<file path="src/rtl/fetch_stage_pkg.sv">
// Shared constants and types for the instruction-fetch stage.
package fetch_stage_pkg;

   localparam int unsigned XLEN      = 32;
   localparam logic [XLEN-1:0] RESET_PC  = 32'h0000_0000;
   localparam logic [XLEN-1:0] NOP_INSTR = 32'h0000_0013;  // addi x0,x0,0
   localparam logic [XLEN-1:0] PC_STEP   = 32'h0000_0004;

   typedef enum logic [1:0] {
      ST_ISSUE = 2'd0,
      ST_WAIT  = 2'd1,
      ST_HOLD  = 2'd2
   } fetch_state_e;

endpackage

</file>
<file path="src/rtl/fetch_stage_if.sv">
// Bundles the hazard/redirect controls, the imem port and the IF/ID outputs.
interface fetch_stage_if;
   import fetch_stage_pkg::*;

   logic            pc_write;
   logic            if_id_write;
   logic            branch_taken;
   logic [XLEN-1:0] branch_target;
   logic            imem_req;
   logic [XLEN-1:0] imem_addr;
   logic            imem_rvalid;
   logic [XLEN-1:0] imem_rdata;
   logic [XLEN-1:0] if_pc;
   logic [XLEN-1:0] if_instr;
   logic            if_valid;

   modport master (
      input  pc_write, if_id_write, branch_taken, branch_target,
      input  imem_rvalid, imem_rdata,
      output imem_req, imem_addr,
      output if_pc, if_instr, if_valid
   );

   modport slave (
      output pc_write, if_id_write, branch_taken, branch_target,
      output imem_rvalid, imem_rdata,
      input  imem_req, imem_addr,
      input  if_pc, if_instr, if_valid
   );

endinterface

</file>
<file path="src/rtl/fetch_stage_if_id_reg.sv">
// IF/ID pipeline register: flush beats load, otherwise hold.
module fetch_stage_if_id_reg
   import fetch_stage_pkg::*;
(
   input  logic            clk,
   input  logic            rst,
   input  logic            load_i,
   input  logic            flush_i,
   input  logic [XLEN-1:0] pc_i,
   input  logic [XLEN-1:0] instr_i,
   output logic [XLEN-1:0] pc_o,
   output logic [XLEN-1:0] instr_o,
   output logic            valid_o
);

   logic [XLEN-1:0] pc_q;
   logic [XLEN-1:0] instr_q;
   logic            valid_q;

   // Register update: bubble on flush, capture on load, else keep.
   always_ff @(posedge clk or posedge rst) begin
      if (rst) begin
         pc_q    <= '0;
         instr_q <= NOP_INSTR;
         valid_q <= 1'b0;
      end else if (flush_i) begin
         pc_q    <= '0;
         instr_q <= NOP_INSTR;
         valid_q <= 1'b0;
      end else if (load_i) begin
         pc_q    <= pc_i;
         instr_q <= instr_i;
         valid_q <= 1'b1;
      end
   end

   assign pc_o    = pc_q;
   assign instr_o = instr_q;
   assign valid_o = valid_q;

endmodule

</file>
<file path="src/rtl/fetch_stage.sv">
// Fetch stage: PC, single-outstanding imem FSM, one-entry hold buffer.
module fetch_stage
   import fetch_stage_pkg::*;
(
   input  logic         clk,
   input  logic         rst,
   fetch_stage_if.master bus
);

   fetch_state_e    state_q, state_d;
   logic [XLEN-1:0] pc_q, pc_d;
   logic [XLEN-1:0] buf_pc_q, buf_pc_d;
   logic [XLEN-1:0] buf_instr_q, buf_instr_d;
   logic            kill_q, kill_d;
   logic            adv;
   logic            ifid_load;
   logic            ifid_flush;
   logic [XLEN-1:0] ifid_pc;
   logic [XLEN-1:0] ifid_instr;
   logic [XLEN-1:0] pc_next_seq;

   // A partial stall from the hazard unit is treated as a full stall.
   assign adv         = bus.pc_write & bus.if_id_write;
   assign pc_next_seq = pc_q + PC_STEP;

   // State, PC, kill flag and hold buffer.
   always_ff @(posedge clk or posedge rst) begin
      if (rst) begin
         state_q     <= ST_ISSUE;
         pc_q        <= RESET_PC;
         kill_q      <= 1'b0;
         buf_pc_q    <= '0;
         buf_instr_q <= '0;
      end else begin
         state_q     <= state_d;
         pc_q        <= pc_d;
         kill_q      <= kill_d;
         buf_pc_q    <= buf_pc_d;
         buf_instr_q <= buf_instr_d;
      end
   end

   // Next state and IF/ID control; a redirect overrides everything.
   always_comb begin
      state_d     = state_q;
      pc_d        = pc_q;
      kill_d      = kill_q;
      buf_pc_d    = buf_pc_q;
      buf_instr_d = buf_instr_q;
      ifid_load   = 1'b0;
      ifid_flush  = 1'b0;
      ifid_pc     = pc_q;
      ifid_instr  = bus.imem_rdata;

      if (bus.branch_taken) begin
         ifid_flush  = 1'b1;
         pc_d        = bus.branch_target;
         buf_pc_d    = '0;
         buf_instr_d = '0;
         unique case (state_q)
            ST_ISSUE: begin
               // The request issued this cycle is for the old path.
               state_d = ST_WAIT;
               kill_d  = 1'b1;
            end
            ST_WAIT: begin
               if (bus.imem_rvalid) begin
                  state_d = ST_ISSUE;
                  kill_d  = 1'b0;
               end else begin
                  kill_d  = 1'b1;
               end
            end
            default: begin
               state_d = ST_ISSUE;
               kill_d  = 1'b0;
            end
         endcase
      end else begin
         unique case (state_q)
            ST_ISSUE: state_d = ST_WAIT;
            ST_WAIT: begin
               if (bus.imem_rvalid) begin
                  if (kill_q) begin
                     kill_d     = 1'b0;
                     state_d    = ST_ISSUE;
                     ifid_flush = bus.if_id_write;
                  end else if (adv) begin
                     ifid_load = 1'b1;
                     pc_d      = pc_next_seq;
                     state_d   = ST_ISSUE;
                  end else begin
                     buf_pc_d    = pc_q;
                     buf_instr_d = bus.imem_rdata;
                     state_d     = ST_HOLD;
                  end
               end else begin
                  ifid_flush = bus.if_id_write;
               end
            end
            ST_HOLD: begin
               ifid_pc    = buf_pc_q;
               ifid_instr = buf_instr_q;
               if (adv) begin
                  ifid_load = 1'b1;
                  pc_d      = pc_next_seq;
                  state_d   = ST_ISSUE;
               end
            end
            default: state_d = ST_ISSUE;
         endcase
      end
   end

   // Request is suppressed while reset is held even though state reads ISSUE.
   assign bus.imem_req  = (state_q == ST_ISSUE) & ~rst;
   assign bus.imem_addr = pc_q;

   fetch_stage_if_id_reg u_if_id_reg (
      .clk     (clk),
      .rst     (rst),
      .load_i  (ifid_load),
      .flush_i (ifid_flush),
      .pc_i    (ifid_pc),
      .instr_i (ifid_instr),
      .pc_o    (bus.if_pc),
      .instr_o (bus.if_instr),
      .valid_o (bus.if_valid)
   );

endmodule
</file>
<file path="src/flat_wrapper.sv">
// flat-port wrapper written by rule: the top's interface ports become plain ports
module fetch_stage_flat import fetch_stage_pkg::*;
  (clk, rst, bus_pc_write, bus_if_id_write, bus_branch_taken, bus_branch_target, bus_imem_rvalid, bus_imem_rdata, bus_imem_req, bus_imem_addr, bus_if_pc, bus_if_instr, bus_if_valid);
  fetch_stage_if bus_i ();
  input  logic clk;
  input  logic rst;
  input wire logic [$bits(bus_i.pc_write)-1:0] bus_pc_write;
  input wire logic [$bits(bus_i.if_id_write)-1:0] bus_if_id_write;
  input wire logic [$bits(bus_i.branch_taken)-1:0] bus_branch_taken;
  input wire logic [$bits(bus_i.branch_target)-1:0] bus_branch_target;
  input wire logic [$bits(bus_i.imem_rvalid)-1:0] bus_imem_rvalid;
  input wire logic [$bits(bus_i.imem_rdata)-1:0] bus_imem_rdata;
  output wire logic [$bits(bus_i.imem_req)-1:0] bus_imem_req;
  output wire logic [$bits(bus_i.imem_addr)-1:0] bus_imem_addr;
  output wire logic [$bits(bus_i.if_pc)-1:0] bus_if_pc;
  output wire logic [$bits(bus_i.if_instr)-1:0] bus_if_instr;
  output wire logic [$bits(bus_i.if_valid)-1:0] bus_if_valid;
  assign bus_i.pc_write = bus_pc_write;
  assign bus_i.if_id_write = bus_if_id_write;
  assign bus_i.branch_taken = bus_branch_taken;
  assign bus_i.branch_target = bus_branch_target;
  assign bus_i.imem_rvalid = bus_imem_rvalid;
  assign bus_i.imem_rdata = bus_imem_rdata;
  assign bus_imem_req = bus_i.imem_req;
  assign bus_imem_addr = bus_i.imem_addr;
  assign bus_if_pc = bus_i.if_pc;
  assign bus_if_instr = bus_i.if_instr;
  assign bus_if_valid = bus_i.if_valid;
  fetch_stage u_core (.clk(clk), .rst(rst), .bus(bus_i));
endmodule
</file>
<file path="config.mk">
export PLATFORM = sky130hd
export DESIGN_NAME = fetch_stage_flat
export DESIGN_NICKNAME = d
export VERILOG_FILES = /design/src/rtl/fetch_stage_pkg.sv /design/src/rtl/fetch_stage_if.sv /design/src/rtl/fetch_stage_if_id_reg.sv /design/src/rtl/fetch_stage.sv /design/src/flat_wrapper.sv
export SDC_FILE = /design/constraint.sdc
export NUM_CORES = 1
export LEC_CHECK = 0
export CORE_MARGIN = 4
export CORE_UTILIZATION = 49
export CTS_BUF_LIST = sky130_fd_sc_hd__clkbuf_16
export CTS_CLUSTER_SIZE = 25
export DETAILED_ROUTE_END_ITERATION = 16
export PLACE_DENSITY = 0.83
export SYNTH_ARGS = -nofsm -noshare
export SYNTH_HDL_FRONTEND = slang
export SYNTH_SLANG_ARGS = --single-unit
</file>
<file path="constraint.sdc">
create_clock -name clk -period 6.1 [get_ports clk]
set_input_delay 0.915 -clock clk [delete_from_list [all_inputs] [get_ports clk]]
set_output_delay 0.915 -clock clk [all_outputs]
set_load 0.005 [all_outputs]
</file>
==> metrics.yaml <==
outcome:
  outcome: "completed"
synthesis:
  synth_top_cell_by_area: "dfrtp_1"
  syn_nets: 877
  yosysTopAreaCellShare: 0.517
  ys_types: 43
  syn_area_um2: 7800
  synth-edff-count: 0
  seq_area_frac_synth: 0.527
  ys_warn_count: 0
  synth.most_common_cell: "nand2_1"
  avgSynthCellArea_um2: 9.72
  netlist_instances: 802
  synthTopCellsByCount: "nand2_1 (175), dfrtp_1 (161), nor2_1 (69)"
  ys_seq_elements: 164
  async_flop_share: 1.00
  synthTopCellsByArea: "dfrtp_1 (52%), nand2_1 (8.4%), mux2i_1 (8.3%), a211oi_1 (6.0%), a21oi_1 (4.2%)"
  synth_ff_type: "dfrtp_1"
global_routing:
  antenna_found_initial: 0
  grt_overflow: 0
  grt_pass1_wl_um: 33100
  grt_max_degree: 113
  grt_pass1_vias: 6427
  grt_util_all_layers: 0.228
cts:
  cts_resized: 0
  hold_buffers: 0
  cts_tree: "done"
  cts.clk_slew.worst_paths_ns: 0.06
  htree_levels: 4
  cts_buffer_depth: 2
  cts_made_buffers: 17
  post-cts-setup-buffers: 0
  clock_sinks: 164
  clock_latency_ns: 0.43
  clock-root-buffer: "clkbuf_16"
detailed_routing:
  detail_route.first_pass.iterations: 5
  dr_wl_met2_um: 9710
  dr_total_vias: 6430
  wl_per_cell_um: 17.3
  route.detailed.drc: 0
  topRoutingLayerUsed: "met4"
  antenna_left: 0
  wl_met1_um: 8610
  wirelength_um: 20100
  dr_wl_met3_um: 1340
  drt_first_iter_violations: 398
  vias_per_cell: 5.55
floorplanning:
  die_w_um: 134
  die_area_um2: 18000
  die_h_um: 134
  core.rowCount: 45
  initial_utilization: 0.507
  ioPinCount: 168
  fp.coreArea_um2: 15400
finish:
  multi_input_area_um2: 3420
  nets: 1010
  n_antenna_cell: 0
  utilization: 0.665
  nFillCells: 1186
  area_growth_pct: 31.0
  layout-drive-gt1-share: 0.0665
  fin_area_um2: 10200
  regArea_um2: 4110
placement:
  place_ws_ns: 2.81
  gp_congestion: 0.807
  port_buffers: 167
  hpwl_um: 13000
  placement.cell_area_um2: 9560
timing:
  grt_setup_unrepaired: "false"
  finalClockSkew_ns: 0.00663
  tightestPinTransition_ns: 1.00
  final_hold_viol_count: 0
  maxSlewViolCount: 0
  setup_viol: 0
  max_freq_mhz: 339
  tns_ns: 0
  setup_ws_ns: 3.15
  relSlewSlack: 0.332
  min_period_ns: 2.95
  finalCritPeriodShare: 0.483
setup_path:
  path_class: "primary input to output port"
  path_cells: "clkdlybuf4s50_1 -> nor2b_1 -> clkdlybuf4s50_1"
  cp_common_cell: "clkdlybuf4s50_1"
  worst_ep_required_time_ns: 5.18
  cp_num_buf_inv: 2
  crit_family: "buffers and inverters"
  cp-end-kind: "output port"
  path_max_fanout: 2
  cp_data_arrival_time_ns: 2.03
  reg2reg_from: "u_core.state_q[1]"
  cpMaxStageDelayCell: "clkdlybuf4s50_1"
  r2r-end: "u_core.buf_instr_q[5]"
  r2r_cells: 8
  startpoint_type: "primary input"
  crit_start: "rst"
  max_stage_delay_ns: 0.50
  rrSetupSlack_ns: 3.41
hold_path:
  hold_end: "u_core.buf_pc_q[4]"
  min_path_cells: 2
  worstHoldStart: "u_core.buf_pc_q[4]"
  min-delay-path-class: "flip-flop to flip-flop"
power_and_ir_drop:
  powerDensity_nw_per_um2: 308
  power.leakage_nw: 4.50
  ir_drop_mv: 0.204
flow_run:
  cap_violations: 0
-- metal layers --
layer  vias to the layer above  global-route usage
li1                       3022                   -
met1                      3163               0.306
met2                       212               0.371
met3                        33              0.0536
met4                         0              0.0713
met5                         -                   0
-- worst max-delay path by stage --
stage | to | slack [ns] | cells past startpoint
floorplan | u_core.buf_instr_q[0] | 0.76 | 1
global placement | u_core.u_if_id_reg.instr_o[1] | 2.83 | 7
detailed placement | u_core.u_if_id_reg.instr_o[0] | 2.81 | 7
CTS | bus_imem_req | 3.14 | 3
global route | u_core.u_if_id_reg.instr_o[1] | 3.09 | 7
finish | bus_imem_req | 3.15 | 3
-- cells by family (layout without fill, tap and decap cells) --
kind of cell,Yosys count,count (layout),share of synthesized area
DFF,164,164,0.527
buffers and inverters,68,214,0.0369
xor gates and xnor gates,28,28,0.0315
muxes,71,71,0.0921
adders and majority gates,5,5,0.00802
AOI/OAI and AO/OA,166,166,0.132
and+or+nand+nor,300,300,0.173
-- flip-flops by register name, indices dropped and copies added (netlist names) --
name,flops
u_core.buf_pc_q,32
u_core.u_if_id_reg.pc_o,32
u_core.buf_instr_q,32
u_core.u_if_id_reg.instr_o,32
u_core.bus.imem_addr,32
u_core.u_if_id_reg.valid_o,1
u_core.state_q,2
u_core.kill_q,1
-- layout make-up --
type / instances / area share
Clock buffer: 17 / 0.0416
Clock inverter: 15 / 0.0229
Inverter: 7 / 0.00306
Multi-Input combinational cell: 570 / 0.335
Sequential cell: 164 / 0.402
Tap cell: 211 / 0.0258
Timing Repair Buffer: 175 / 0.169
-- metrics by stage --
stage	std cells	hold WS (ns)	total power, mW
6_report	1159	0.520	3.15
3_3_place_gp	1127	0.479	1.95
4_1_cts	1159	0.523	3.17
5_1_grt	1159	0.535	3.29
2_1_floorplan	802	0.469	1.68
3_5_place_dp	1127	0.493	1.97
-- worst min-delay path: cells and delay by family (launching register included) --
family	cells	cell delay, ns
flip-flops	1	0.37
AND/OR/NAND/NOR	1	0.06
AO/OA/AOI/OAI	1	0.05
-- cell usage in the layout, fill, tap and decap left out, types with 7 or more instances in the layout --
cell type / n
nand2_1: 174
clkdlybuf4s50_1: 166
dfrtp_1: 161
nor2_1: 69
mux2i_1: 65
a21oi_1: 65
a211oi_1: 62
o21ai_0: 27
clkbuf_16: 17
xnor2_1: 14
xor2_1: 14
nand3_1: 12
buf_4: 9
nand4_1: 7
-- power breakdown --
group / switching [mW] / total (mW) / internal [mW]
combinational: 0.362 / 0.662 / 0.300
clock: 0.435 / 1.20 / 0.764
sequential: 0.0928 / 1.29 / 1.20
total: 0.891 / 3.15 / 2.26
(Power assumes the default switching activity.)
==> patch, RTL diff (same settings) <==
Take the reset off `buf_pc_q` and `buf_instr_q` and load them in a clocked block of their own.
--- a/src/rtl/fetch_stage.sv
+++ b/src/rtl/fetch_stage.sv
@@ -29,15 +29,16 @@
          state_q     <= ST_ISSUE;
          pc_q        <= RESET_PC;
          kill_q      <= 1'b0;
-         buf_pc_q    <= '0;
-         buf_instr_q <= '0;
       end else begin
          state_q     <= state_d;
          pc_q        <= pc_d;
          kill_q      <= kill_d;
-         buf_pc_q    <= buf_pc_d;
-         buf_instr_q <= buf_instr_d;
       end
+   end
+
+   always_ff @(posedge clk) begin
+      buf_pc_q    <= buf_pc_d;
+      buf_instr_q <= buf_instr_d;
    end
 
    // Next state and IF/ID control; a redirect overrides everything.
Function: no difference found for any inputs over 4 cycles, from zero or initial values and one cycle with rst high; that may be too few to reach the edited logic, so the function may still have changed.
==> patch against the unedited design <==
Routed wire length increased by 2.4%; worst setup slack got worse by 140 ps; total power shrank 6.3%; first-iteration DRC count is 52% higher; sequential cell count unchanged; highest routed layer unchanged; synthesized area down 5.1%; sequential share of layout area decreased by 1.1 points; combinational power down 3%; largest power group unchanged; final area fell by 5.3%.
==> patch: results (changes against the unedited design) <==
set qor(final_net_count) 1078 ;# +6.7%
set qor(netlist_top_cells_count) {sky130_fd_sc_hd__nand2_1 (277), sky130_fd_sc_hd__dfrtp_1 (97), sky130_fd_sc_hd__nor2_1 (84)}
set qor(peakVddDrop_uv) 252 ;# +24%
set qor(grt_max_degree) 87 ;# -23%
set qor(yosys.area_share.xor_xnor_pct) 0.710 ;# -2.4 points
set qor(dp_slack_ps) 2600 ;# -212 ps
set qor(synth_adder_area_share_pct) 0.845 ;# +0.043 points
set qor(root_buffer) {sky130_fd_sc_hd__clkbuf_16}
set qor(global_route_wire_length_before_repair_um) 33000 ;# -0.35%
set qor(synth.net_count) 954 ;# +8.8%
set qor(avgViaCountPerCell) 5.78 ;# +4.2%
set qor(tightest_slew_ps) 1180 ;# +177 ps
set qor(worst_ep_arrival_time_ps) 3400 ;# +1370 ps
set qor(buffer_ports.inserted) 167 ;# unchanged
set qor(muxShareOfSynthArea_pct) 0.592 ;# -8.6 points
set qor(wirelength_um) 20500 ;# +2.4%
set qor(ys_async_sr_fraction_pct) 61.0 ;# -39 points
set qor(antenna_violating_nets_post_route) 0 ;# unchanged
set qor(total_leakage_power_nw) 3.65 ;# -19%
set qor(drive_gt1_share_pct) 5.31 ;# -1.3 points
set qor(ctsHtreeMaxLevel) 4 ;# unchanged
set qor(timing.critical_path.fanout_max) 82 ;# +80
set qor(globalRouteTotalUtil_pct) 24.1 ;# +1.3 points
set qor(yosysSeqAreaShare_pct) 51.2 ;# -1.5 points
set qor(initialDrtViolationCount) 604 ;# +52%
set qor(final.fill_count) 1178 ;# -0.67%
set qor(first_global_vias) 6656 ;# +3.6%
set qor(synth_compound_gate_area_share_pct) 18.4 ;# +5.2 points
set qor(worst_clock_skew_ps) 8.21 ;# +1.59 ps
set qor(outcome) {finished clean}
set qor(chipWidth_um) 131 ;# -2.4%
set qor(routabilityCongestion) 0.808 ;# about the same
[patch: changes by cell type in the layout (fill, tap and decap cells not counted), moves of 20 or more]
cell and delta:
sky130_fd_sc_hd__nand2_1 +103, sky130_fd_sc_hd__dfrtp_1 -64, sky130_fd_sc_hd__dfxtp_1 +64, sky130_fd_sc_hd__mux2i_1 -64, sky130_fd_sc_hd__a211oi_1 -61, sky130_fd_sc_hd__a311oi_1 +61, sky130_fd_sc_hd__a31oi_1 +20
[patch: final timing paths]
| kind | start | endpoint | slack, ps | cells past startpoint |
|---|---|---|---|---|
| setup / recovery | bus_imem_rvalid | u_core.u_if_id_reg.pc_o[25] | 3010 | 6 |
| hold / removal | u_core.buf_pc_q[13] | u_core.buf_pc_q[13] | 450 | 2 |
| setup reg to reg | u_core.state_q[1] | u_core.u_if_id_reg.pc_o[25] | 3330 | 7 |
| hold reg to reg | u_core.buf_pc_q[13] | u_core.buf_pc_q[13] | 450 | 2 |
| max in group asynchronous | rst | u_core.u_if_id_reg.instr_o[9] | 3990 | 3 |
| min in group asynchronous | rst | u_core.state_q[1] | 990 | 2 |
[patch: critical path, cell delays in order]
cell and delay [ps]:
sky130_fd_sc_hd__clkdlybuf4s50_1 600, sky130_fd_sc_hd__and3b_1 240, sky130_fd_sc_hd__o211a_4 460, sky130_fd_sc_hd__buf_4 710, sky130_fd_sc_hd__nor2_1 90, sky130_fd_sc_hd__a311oi_1 300
[patch: logic make-up after synthesis]
| kind of cell | count (synthesis) |
|---|---|
| buffers and inverters | 80 |
| xor gates and xnor gates | 6 |
| AOI/OAI and AO/OA | 198 |
| adders and majority gates | 5 |
| and+or+nand+nor | 422 |
| muxes | 4 |
| DFF | 164 |
[patch: through the flow]
step	hold slack (ps)	cells	util (%)	cell area, um2	total power, mW
floorplan	437	879	-	7400	1.67
global placement	442	1168	62.3	9120	1.94
detailed placement	447	1168	62.3	9120	1.96
CTS	455	1200	66.1	9670	2.96
global route	471	1200	66.1	9670	3.09
finish	453	1200	66.1	9670	2.95
[patch: layout make-up]
cell class / instances / area [um2] / area share [%]
inverter: 9 / 36.3 / 0.375
tap: 184 / 230 / 2.38
timing repair buffer: 176 / 1740 / 18.0
clock inverter: 15 / 124 / 1.28
sequential: 164 / 3790 / 39.2
clock buffer: 17 / 425 / 4.40
multi-input combinational: 635 / 3330 / 34.5
[patch: report_power, final]
part | internal, mW | switching [mW] | leakage [nW]
sequential | 1.20 | 0.0985 | 1.82
clock | 0.589 | 0.419 | 0.268
combinational | 0.282 | 0.363 | 1.56
[patch: metal layers]
metal | vias to the layer above | GRT usage [%] | wire length (um)
met5 | - | 0 | 0
met4 | 0 | 7.62 | 308
met3 | 22 | 5.85 | 1490
met2 | 274 | 38.8 | 9840
met1 | 3340 | 32.4 | 8900
li1 | 3304 | - | -
